$ cat config.mk
export PLATFORM = sky130hd
export DESIGN_NAME = seq_restoring_divider
export DESIGN_NICKNAME = d
export VERILOG_FILES = /design/src/rtl/seq_restoring_divider.sv
export SDC_FILE = /design/constraint.sdc
export NUM_CORES = 1
export LEC_CHECK = 0
export BUFFER_PORTS_ARGS = -buffer_cell sky130_fd_sc_hd__buf_2
export CAP_MARGIN = 20
export CORE_ASPECT_RATIO = 1.5
export CORE_MARGIN = 2
export CORE_UTILIZATION = 49
export CTS_CLUSTER_DIAMETER = 80
export DETAILED_ROUTE_END_ITERATION = 10
export GPL_TIMING_DRIVEN = 0
export PLACE_DENSITY = 0.76
export SYNTH_ARGS = -nofsm -noshare
export SYNTH_HDL_FRONTEND = slang
export SYNTH_SLANG_ARGS = --single-unit
$ cat constraint.sdc
create_clock -name clk -period 2 [get_ports clk]
set_input_delay 0.2 -clock clk [delete_from_list [all_inputs] [get_ports clk]]
set_output_delay 0.2 -clock clk [all_outputs]
set_load 0.01 [all_outputs]
$ cat src/rtl/seq_restoring_divider.sv
// Iterative unsigned restoring divider: one quotient bit per clock, results
// held in output registers and flagged with a one-cycle done pulse.
module seq_restoring_divider #(
    parameter int unsigned DW = 8,
    parameter int unsigned VW = 4
) (
    input  logic          clk,
    input  logic          rst_n,
    input  logic          start,
    input  logic [DW-1:0] dividend,
    input  logic [VW-1:0] divisor,
    output logic          ready,
    output logic          done,
    output logic [DW-1:0] quotient,
    output logic [VW-1:0] remainder,
    output logic          div_zero
);

    localparam int unsigned CW = (DW > 1) ? $clog2(DW) : 1;

    typedef enum logic [1:0] {
        S_IDLE = 2'd0,
        S_RUN  = 2'd1,
        S_DONE = 2'd2
    } state_t;

    state_t        state_q, state_d;
    logic [DW-1:0] dvd_q, dvd_d;
    logic [VW-1:0] dvs_q, dvs_d;
    logic [VW-1:0] rem_q, rem_d;
    logic [CW-1:0] cnt_q, cnt_d;
    logic          ready_q, ready_d;
    logic          done_q, done_d;
    logic [DW-1:0] quotient_q, quotient_d;
    logic [VW-1:0] remainder_q, remainder_d;
    logic          div_zero_q, div_zero_d;

    logic [VW:0]   shift_rem;
    logic [VW:0]   trial;
    logic          q_bit;

    // Next-state, datapath step and registered-output updates
    always_comb begin
        state_d     = state_q;
        dvd_d       = dvd_q;
        dvs_d       = dvs_q;
        rem_d       = rem_q;
        cnt_d       = cnt_q;
        done_d      = 1'b0;
        quotient_d  = quotient_q;
        remainder_d = remainder_q;
        div_zero_d  = div_zero_q;

        // Stored remainder is always below the divisor, so it fits VW bits;
        // only the shifted trial value needs the extra bit.
        shift_rem = {rem_q, dvd_q[DW-1]};
        trial     = shift_rem - {1'b0, dvs_q};
        q_bit     = ~trial[VW];

        case (state_q)
            S_IDLE: begin
                if (start) begin
                    dvs_d = divisor;
                    if (divisor != '0) begin
                        dvd_d   = dividend;
                        rem_d   = '0;
                        cnt_d   = '0;
                        state_d = S_RUN;
                    end else begin
                        quotient_d  = '1;
                        remainder_d = '0;
                        div_zero_d  = 1'b1;
                        done_d      = 1'b1;
                        state_d     = S_DONE;
                    end
                end
            end
            S_RUN: begin
                rem_d = q_bit ? trial[VW-1:0] : shift_rem[VW-1:0];
                dvd_d = {dvd_q[DW-2:0], q_bit};
                cnt_d = cnt_q + CW'(1);
                if (cnt_q == CW'(DW - 1)) begin
                    quotient_d  = dvd_d;
                    remainder_d = rem_d;
                    div_zero_d  = 1'b0;
                    done_d      = 1'b1;
                    state_d     = S_DONE;
                end
            end
            S_DONE: begin
                state_d = S_IDLE;
            end
            default: begin
                state_d = S_IDLE;
            end
        endcase

        ready_d = (state_d == S_IDLE);
    end

    always_ff @(posedge clk or negedge rst_n) begin
        if (!rst_n) begin
            state_q     <= S_IDLE;
            dvd_q       <= '0;
            dvs_q       <= '0;
            rem_q       <= '0;
            cnt_q       <= '0;
            ready_q     <= 1'b1;
            done_q      <= 1'b0;
            quotient_q  <= '0;
            remainder_q <= '0;
            div_zero_q  <= 1'b0;
        end else begin
            state_q     <= state_d;
            dvd_q       <= dvd_d;
            dvs_q       <= dvs_d;
            rem_q       <= rem_d;
            cnt_q       <= cnt_d;
            ready_q     <= ready_d;
            done_q      <= done_d;
            quotient_q  <= quotient_d;
            remainder_q <= remainder_d;
            div_zero_q  <= div_zero_d;
        end
    end

    assign ready     = ready_q;
    assign done      = done_q;
    assign quotient  = quotient_q;
    assign remainder = remainder_q;
    assign div_zero  = div_zero_q;

endmodule
==> metrics.yaml, run 1 <==
routed_wirelength_mm: 3.34
synth_commonest_cells: "35 x dfrtp_1, 28 x nand2_1, 26 x nor2_1, 9 x a21oi_1, 9 x inv_1"
cp-startpoint: "dvs_q[0]$_DFFE_PN0P_"
r2r-start: "dvs_q[0]$_DFFE_PN0P_"
p_sw_uw: 1710
ys_top_cells_by_area: "dfrtp_1 53%, nand2_1 6.3%, nor2_1 5.9%, ha_1 4.5%, a31oi_1 3.0%"
ios: 30
setup.worst_path.class: "flop to flop"
crit_arrival_ns: 2.22
fin_tns_setup_ns: 0
core_um2: 3320
fp-row-count: 26
ant_nets: 0
max_freq_mhz: 500
p_per_area_nw_per_um2: 2070
hold_path.class: "primary input to async pin"
cp_cell_sequence: "ha_4, fa_2, nand2b_4, a21oi_4, xnor2_4, mux2_4, o21ai_2"
path_delay_family: "adder cells"
route.detailed.drc: 0
crit_fanout: 5
tightest_slew_ns: 0.806
slew_violations: 0
endpoint_kind: "flop"
h-tree-depth: 2
cts_tree: "done"
syn_to_final_growth_pct: 21.4
dpl_cell_area_um2: 1870
fin_crit_sh_pct: 100
slowest_stage: "dfrtp_1"
final_area_um2: 2020
yosysMostFrequentCell: "dfrtp_1"
synth_edf_count: 0
synth-seq-cells: 36
pwr-share-seq_pct: 31.5
cts.sinks: 36
startpoint_type: "flop"
cp_num_buf_inv: 0
crit_required_ns: 2.22
clk_pin_slew_ns: 0.08
yosysWarnings: 0
antenna_found_initial: 0
grt_overflow_total: 0
grt_pass1_wl_mm: 5.40
power_leakage_uw: 0.000958
p_comb_share_pct: 56.3
synth.yosys.seq_area_share_pct: 54.1
first_pass_iters: 4
fin_crit_ns: 2.00
maxCapViolCount: 0
syn_avg_cell_area_um2: 10.2
drive_gt1_share_pct: 31.4
numCtsBuffers: 5
synth_ff_type: "dfrtp_1"
dieArea_um2: 3900
drtIter0Drc: 24
cts-root-buf: "clkbuf_8"
netlist_instances: 164
io_buffers: 29
hold_viol: 22
groute.usage.overall_pct: 19.5
grt_max_degree: 37
clock_power_share_pct: 12.2
place_hpwl_mm: 2.38
vias: 1277
die_y_um: 75.5
swShare_pct: 40.8
start_util_pct: 50.3
ys_types: 33
synthesis.area_um2: 1670
diodes: 0
die_x_um: 51.6
slew_headroom_pct: 46.3
wire_per_inst_um: 13.6
gp_routability_congestion: 0.777
async_reset_ff_share_pct: 100
hold_ws_ns: -0.0139
clk_latency_ns: 0.30
syn_nets: 186
ir_drop_uv: 984
rsz0062_at_grt: "yes"
violations: "hold timing"
crit_path_max_incr_delay_ns: 0.41
nNetsFinal: 225
p_int_uw: 2480
yosys.area.top_type: "dfrtp_1"
finalSetupViolations: 0
yosysTopAreaCellShare_pct: 52.5
cts.path.max_buffers: 2
grt_pass1_vias: 1200
viasPerCell: 5.19
status: "finished with violations"
fin_skew_ns: 0.00975
[worst register-to-register path, delay by kind of cell (launching register included)]
| kind | cells | cell delay (ns) |
|---|---|---|
| fa+ha+maj | 2 | 0.51 |
| flops | 1 | 0.41 |
| mux | 1 | 0.36 |
| compound gates | 2 | 0.29 |
| xor+xnor | 1 | 0.19 |
| simple gates | 1 | 0.16 |
[metal layers]
metal,vias to the layer above,share of wire [%],global-route usage [%]
li1,631,-,-
met1,618,40,21.6
met2,22,55,35.2
met3,6,2.6,4.71
met4,0,2.0,8.77
met5,-,0,0
[layout by cell type, fill, tap and decap left out, types with 2 or more instances in the layout]
cell / n
o22ai_1: 2
clkinv_2: 2
buf_4: 4
a21oi_1: 9
o21ai_1: 2
clkbuf_1: 3
dfrtp_1: 35
a31oi_1: 8
a22o_1: 2
ha_1: 5
clkbuf_8: 5
mux2_4: 2
o21ai_0: 6
nor2_1: 26
nand2_1: 28
o22ai_2: 3
mux2i_2: 2
buf_2: 31
inv_1: 8
[flip-flops by register name (all words and copies together) (netlist names)]
signal / flops
rem_q: 4
ready: 1
done: 1
state_q: 2
dvd_q: 8
cnt_q: 3
div_zero: 1
remainder: 4
dvs_q: 4
quotient: 8
[what timing repair did]
item / CTS / global route
buffers inserted: 2 / 1
hold buffers: 0 / 0
endpoints found under the setup margin: 8 / 10
resized for setup: 8 / 3
pin swaps: 9 / 5
[power groups by stage]
stage               combinational, uW  sequential, uW  clock [uW]
global placement                 1960            1310           0
finish                           2360            1320         513
CTS                              2270            1320         523
detailed placement               2000            1320           0
floorplan                        1460            1350           0
global route                     2630            1360         552
[final timing paths]
path                                           end  slack, ns  depth (start not counted)
setup / recovery              rem_q[1]$_DFFE_PN0P_     0.0003                          7
setup reg to reg              rem_q[1]$_DFFE_PN0P_     0.0003                          7
hold / removal             quotient[3]$_DFFE_PN0P_      -0.01                          1
max in group asynchronous     cnt_q[0]$_DFFE_PN0P_       1.50                          1
min in group clk              dvs_q[3]$_DFFE_PN0P_       0.13                          3
hold reg to reg               div_zero$_DFFE_PN0P_       0.47                          2
[through the flow]
step	util [%]	total power, uW	hold slack [ns]	setup slack, ns	instances
2_1_floorplan	-	2810	-0.0956	0.00547	164
3_3_place_gp	56.2	3270	0.324	-0.141	235
3_5_place_dp	56.2	3320	0.334	-0.174	235
4_1_cts	60.7	4110	0.00971	-0.0817	245
5_1_grt	61.0	4540	0.0473	-0.118	246
6_report	61.0	4190	-0.0139	0.000253	246
[logic make-up after synthesis]
| family | synth area share [%] |
|---|---|
| flip-flops | 54.1 |
| AND/OR/NAND/NOR | 16.2 |
| adder cells (fa/ha/maj) | 5.70 |
| buffers and inverters | 4.43 |
| XOR/XNOR | 2.03 |
| AO/OA/AOI/OAI | 13.2 |
| multiplexers | 4.35 |
[layout make-up]
class / count / area [um^2]
Multi-Input combinational cell: 112 / 741
Buffer: 7 / 40.0
Inverter: 9 / 33.8
Sequential cell: 36 / 902
Clock inverter: 3 / 18.8
Clock buffer: 5 / 68.8
Timing Repair Buffer: 32 / 168
Fill cell: 315 / 1290
Tap cell: 42 / 52.6
(Power assumes the default switching activity.)
==> run 2, diff against run 1 <==
==> config.mk (replaced) <==
export PLATFORM = sky130hd
export DESIGN_NAME = seq_restoring_divider
export DESIGN_NICKNAME = d
export VERILOG_FILES = /design/src/rtl/seq_restoring_divider.sv
export SDC_FILE = /design/constraint.sdc
export NUM_CORES = 1
export LEC_CHECK = 0
export CAP_MARGIN = 20
export CORE_ASPECT_RATIO = 1.5
export CORE_MARGIN = 2
export CORE_UTILIZATION = 55
export CTS_CLUSTER_DIAMETER = 80
export DETAILED_ROUTE_END_ITERATION = 10
export DONT_BUFFER_PORTS = 1
export GPL_TIMING_DRIVEN = 0
export PLACE_DENSITY = 0.75
export SYNTH_ARGS = -nofsm -noshare
export SYNTH_HDL_FRONTEND = slang
export SYNTH_SLANG_ARGS = --single-unit
==> run 2 against run 1 <==
Against the previous run: the flow finishes with violations (setup timing); cell count down 11%; sequential cell count unchanged; critical path depth unchanged.
==> metrics.yaml, run 2 (same netlist as run 1, synthesis figures left out) <==
p_sw_uw: 1710
first_pass_iters: 4
slew_violations: 0
antenna_found_initial: 0
swShare_pct: 41.3
p_int_uw: 2430
place_hpwl_mm: 2.43
hold_path.class: "primary input to flop"
ios: 30
grt_max_degree: 37
drive_gt1_share_pct: 21.7
vias: 1171
fillers: 244
clock_power_share_pct: 12.9
die_x_um: 49.0
final_common_cell: "dfrtp_1"
syn_to_final_growth_pct: 15.9
finalSetupViolations: 2
power_leakage_uw: 0.000878
endpoint_kind: "flop"
final_area_um2: 1930
numCtsBuffers: 5
cts-root-buf: "clkbuf_8"
cts.path.max_buffers: 2
groute.usage.overall_pct: 23.0
h-tree-depth: 2
maxCapViolCount: 0
route.detailed.drc: 0
p_comb_share_pct: 52.9
final_cell_mix: "35 x dfrtp_1, 28 x nand2_1, 26 x nor2_1"
io_buffers: 0
routed_wirelength_mm: 3.49
violations: "setup timing"
startpoint_type: "flop"
cp_cell_sequence: "ha_4, fa_2, nand2b_4, a21oi_4, xnor2_4, mux2_4, o22ai_2"
regArea_um2: 902
fin_crit_ns: 2.01
hold_ws_ns: 0.0265
core_um2: 2910
fin_crit_sh_pct: 101
grt_pass1_vias: 1287
multi_input_area_um2: 741
setup.worst_path.class: "flop to flop"
clk_latency_ns: 0.29
crit_fanout: 5
cts.sinks: 36
drtIter0Drc: 30
diodes: 0
dieArea_um2: 3500
final_core_util_pct: 66.4
cts_tree: "done"
setup_ws_ns: -0.0147
tightest_slew_ns: 0.509
gp_routability_congestion: 0.836
slowest_stage: "dfrtp_1"
grt_pass1_wl_mm: 5.89
clk_pin_slew_ns: 0.07
slew_headroom_pct: 66.1
dpl_cell_area_um2: 1720
die_y_um: 71.4
max_freq_mhz: 496
pwr-share-seq_pct: 34.1
wire_per_inst_um: 16.0
fp-row-count: 24
grt_overflow_total: 0
p_per_area_nw_per_um2: 2150
fin_skew_ns: 0.00418
nNetsFinal: 201
crit_path_max_incr_delay_ns: 0.41
ant_nets: 0
viasPerCell: 5.35
crit_required_ns: 2.21
ir_drop_uv: 1100
hold_viol: 0
crit_arrival_ns: 2.23
rsz0062_at_grt: "yes"
start_util_pct: 57.3
status: "finished with violations"
power_uw: 4150
run 2: per-layer routing:
metal | vias to the layer above | GRT usage (%) | part of all wire, %
li1 | 578 | - | -
met3 | 7 | 5.42 | 4.2
met5 | - | 0 | 0
met1 | 563 | 24.9 | 39
met4 | 0 | 9.84 | 1.9
met2 | 23 | 42.6 | 55
run 2: area by class of cell:
| type | count | area share (%) |
|---|---|---|
| Clock inverter | 2 | 0.518 |
| Timing Repair Buffer | 8 | 3.88 |
| Clock buffer | 6 | 4.27 |
| Sequential cell | 36 | 46.7 |
| Multi-Input combinational cell | 112 | 38.3 |
| Buffer | 7 | 2.07 |
| Inverter | 9 | 1.75 |
| Tap cell | 39 | 2.52 |
run 2: repair_timing:
action | in CTS | in global routing
endpoints found under the hold margin | 36 | 0
gates resized for setup | 9 | 2
setup endpoints to repair | 8 | 8
hold buffers | 2 | 0
gates cloned | 0 | 0
buffers inserted | 5 | 1
pin swaps | 3 | 3
run 2: power by group through the flow:
stage	clock network, uW	logic, uW	registers (uW)
6_report	536	2200	1420
5_1_grt	567	2430	1460
4_1_cts	535	2140	1420
3_5_place_dp	0	1790	1420
3_3_place_gp	0	1720	1400
2_1_floorplan	0	1460	1350
run 2: worst max-delay path, delay by kind of cell (launching register included):
kind                     cells  cell delay (ns)
AO/OA/AOI/OAI                2             0.31
AND/OR/NAND/NOR              1             0.16
adder cells (fa/ha/maj)      2             0.51
XOR/XNOR                     1             0.19
multiplexers                 1             0.36
flip-flops                   1             0.41
run 2: worst paths after layout:
path                                      startpoint                        to  cells after the start  slack (ns)
worst min-delay path                      divisor[2]      dvs_q[2]$_DFFE_PN0P_                      2        0.03
worst min register to register  cnt_q[0]$_DFFE_PN0P_      cnt_q[0]$_DFFE_PN0P_                      1        0.51
worst max-delay path            dvs_q[0]$_DFFE_PN0P_  remainder[0]$_DFFE_PN0P_                      7       -0.01
max in group asynchronous                      rst_n           ready$_DFF_PN1_                      2        1.41
worst max register to register  dvs_q[0]$_DFFE_PN0P_  remainder[0]$_DFFE_PN0P_                      7       -0.01
min in group asynchronous                      rst_n      dvs_q[2]$_DFFE_PN0P_                      2        0.35
run 2: per-stage QoR:
stage	std cells	setup WS (ns)	setup TNS [ns]
after floorplan	164	0.00547	0
after global placement	203	-0.105	-0.758
after detailed placement	203	-0.163	-1.21
after CTS	218	-0.0131	-0.0187
final	219	-0.0147	-0.0172
after global routing	219	-0.0857	-0.471
==> run 3, diff against run 2 <==
--- a/config.mk
+++ b/config.mk
@@ -8,12 +8,13 @@
 export CAP_MARGIN = 20
 export CORE_ASPECT_RATIO = 1.5
 export CORE_MARGIN = 2
-export CORE_UTILIZATION = 55
+export CORE_UTILIZATION = 61
 export CTS_CLUSTER_DIAMETER = 80
 export DETAILED_ROUTE_END_ITERATION = 10
 export DONT_BUFFER_PORTS = 1
 export GPL_TIMING_DRIVEN = 0
-export PLACE_DENSITY = 0.75
+export PLACE_DENSITY = 0.79
 export SYNTH_ARGS = -nofsm -noshare
 export SYNTH_HDL_FRONTEND = slang
 export SYNTH_SLANG_ARGS = --single-unit
+export TNS_END_PERCENT = 10
==> constraint.sdc (replaced) <==
create_clock -name clk -period 2.2 [get_ports clk]
set_input_delay 0.22 -clock clk [delete_from_list [all_inputs] [get_ports clk]]
set_output_delay 0.22 -clock clk [all_outputs]
set_load 0.01 [all_outputs]
==> run 3 against run 2 <==
Against the previous run: the flow now finishes without violations; core utilization is 5.2 points higher; power is 9.8% lower; combinational power is 14% lower; non-clock buffer count is 5 lower; largest cell class unchanged.
==> metrics.yaml, run 3 (same netlist as run 1, synthesis figures left out) <==
status: "complete, no violations"
slowest_stage: "fa_2"
final_cell_mix: "35 x dfrtp_1, 28 x nand2_1, 26 x nor2_1"
setup.worst_path.class: "flop to flop"
groute.usage.overall_pct: 23.0
grt_max_degree: 37
final_area_um2: 1900
die_x_um: 46.7
die_y_um: 68.0
swShare_pct: 40.4
crit_fanout: 5
tightest_slew_ns: 0.506
endpoint_kind: "flop"
finalSetupViolations: 0
clk_pin_slew_ns: 0.07
crit_required_ns: 2.41
numCtsBuffers: 5
fin_skew_ns: 0.00495
grt_pass1_wl_mm: 4.95
fin_crit_sh_pct: 94.6
ios: 30
crit_arrival_ns: 2.29
startpoint_type: "flop"
start_util_pct: 63.0
clk_latency_ns: 0.28
dpl_cell_area_um2: 1710
cts.sinks: 36
hold_viol: 0
r2r_cells: 8
syn_to_final_growth_pct: 13.7
pwr-share-seq_pct: 34.2
p_sw_uw: 1510
vias: 1173
nNetsFinal: 196
maxCapViolCount: 0
slew_violations: 0
cts_tree: "done"
power_leakage_uw: 0.000860
cts.path.max_buffers: 2
core_um2: 2650
r2r-start: "dvd_q[7]$_DFFE_PN0P_"
hold_path.class: "primary input to flop"
dieArea_um2: 3180
p_int_uw: 2230
h-tree-depth: 2
p_per_area_nw_per_um2: 1970
route.detailed.drc: 0
cp_cell_sequence: "inv_1, ha_1, fa_2, nand2b_4, a21oi_4, xnor2_4, mux2_4, o22ai_2"
worstSetupEndpoint: "rem_q[0]$_DFFE_PN0P_"
ant_nets: 0
viasPerCell: 5.53
cp-startpoint: "dvd_q[7]$_DFFE_PN0P_"
place_hpwl_mm: 2.29
r2r-end: "rem_q[0]$_DFFE_PN0P_"
cts-root-buf: "clkbuf_8"
rsz0062_at_grt: "no"
gp_routability_congestion: 0.804
drtIter0Drc: 47
ir_drop_uv: 1190
drive_gt1_share_pct: 17.7
max_freq_mhz: 480
fin_tns_setup_ns: 0
p_comb_share_pct: 50.8
fp-row-count: 23
antenna_found_initial: 0
final_common_cell: "dfrtp_1"
io_buffers: 0
grt_pass1_vias: 1081
routed_wirelength_mm: 3.20
clock_power_share_pct: 15.0
grt_overflow_total: 0
wire_per_inst_um: 15.1
diodes: 0
fin_crit_ns: 2.08
first_pass_iters: 4
slew_headroom_pct: 66.3
crit_path_max_incr_delay_ns: 0.36
ff2ff_setup_slack_ns: 0.12
run 3: changes by cell type in the layout (fill, tap and decap cells not counted), sizes merged:
cell,change
buf,-5
clkinv,-1
bufinv,+1
run 3: worst min-delay path by stage:
| stage | start | end | slack (ns) | cells after the start |
|---|---|---|---|---|
| floorplan | rst_n | cnt_q[0]$_DFFE_PN0P_ | -0.08 | 0 |
| global placement | rst_n | dvs_q[3]$_DFFE_PN0P_ | -0.07 | 0 |
| detailed placement | rst_n | dvs_q[3]$_DFFE_PN0P_ | -0.07 | 0 |
| CTS | divisor[2] | dvs_q[2]$_DFFE_PN0P_ | 0.05 | 2 |
| global route | divisor[0] | dvs_q[0]$_DFFE_PN0P_ | 0.07 | 1 |
| finish | divisor[2] | dvs_q[2]$_DFFE_PN0P_ | 0.05 | 2 |
run 3: final cells by class:
type                    count  area (um^2)
plain buffers               7         40.0
repair buffers              3         37.5
flip-flops and latches     36          902
multi-input cells         112          728
clock buffers               6         72.6
well taps                  37         46.3
inverters                   9         33.8
clock inverters             2         35.0
fillers                   202          752
run 3: routing by layer:
layer | track usage [%] | part of all wire (%)
met4 | 8.33 | 1.5
met3 | 6.86 | 4.5
met1 | 27.7 | 41
met2 | 38.4 | 53
met5 | 0 | 0
run 3: critical path: cells and delay by family, from the launching register on:
kind / cells / cell delay (ns)
multiplexers: 1 / 0.36
AND/OR/NAND/NOR: 1 / 0.16
AO/OA/AOI/OAI: 2 / 0.31
flip-flops: 1 / 0.35
adder cells (fa/ha/maj): 2 / 0.58
XOR/XNOR: 1 / 0.19
buffers and inverters: 1 / 0.06
run 3: what timing repair did:
item,4_1_cts,5_1_grt
gates resized for setup,0,7
buffers inserted,0,1
setup endpoints to repair,0,8
hold buffers,2,0
endpoints found under the hold margin,36,0
run 3: stage by stage:
| step | utilization (%) | cells | hold WS [ns] | worst slack, ns | total power [uW] |
|---|---|---|---|---|---|
| floorplan | - | 164 | -0.0756 | 0.205 | 2550 |
| global placement | 64.7 | 201 | -0.0748 | 0.0683 | 2830 |
| detailed placement | 64.7 | 201 | -0.0749 | 0.0420 | 2900 |
| CTS | 69.9 | 211 | 0.0541 | 0.0143 | 3490 |
| global route | 71.6 | 212 | 0.0717 | 0.0341 | 4000 |
| finish | 71.6 | 212 | 0.0539 | 0.118 | 3740 |
run 3: power by group through the flow:
stage	sequential [uW]	clock, uW	combinational [uW]
floorplan	1220	0	1330
global placement	1270	0	1560
detailed placement	1290	0	1610
CTS	1270	570	1650
global route	1310	596	2090
finish	1280	562	1900
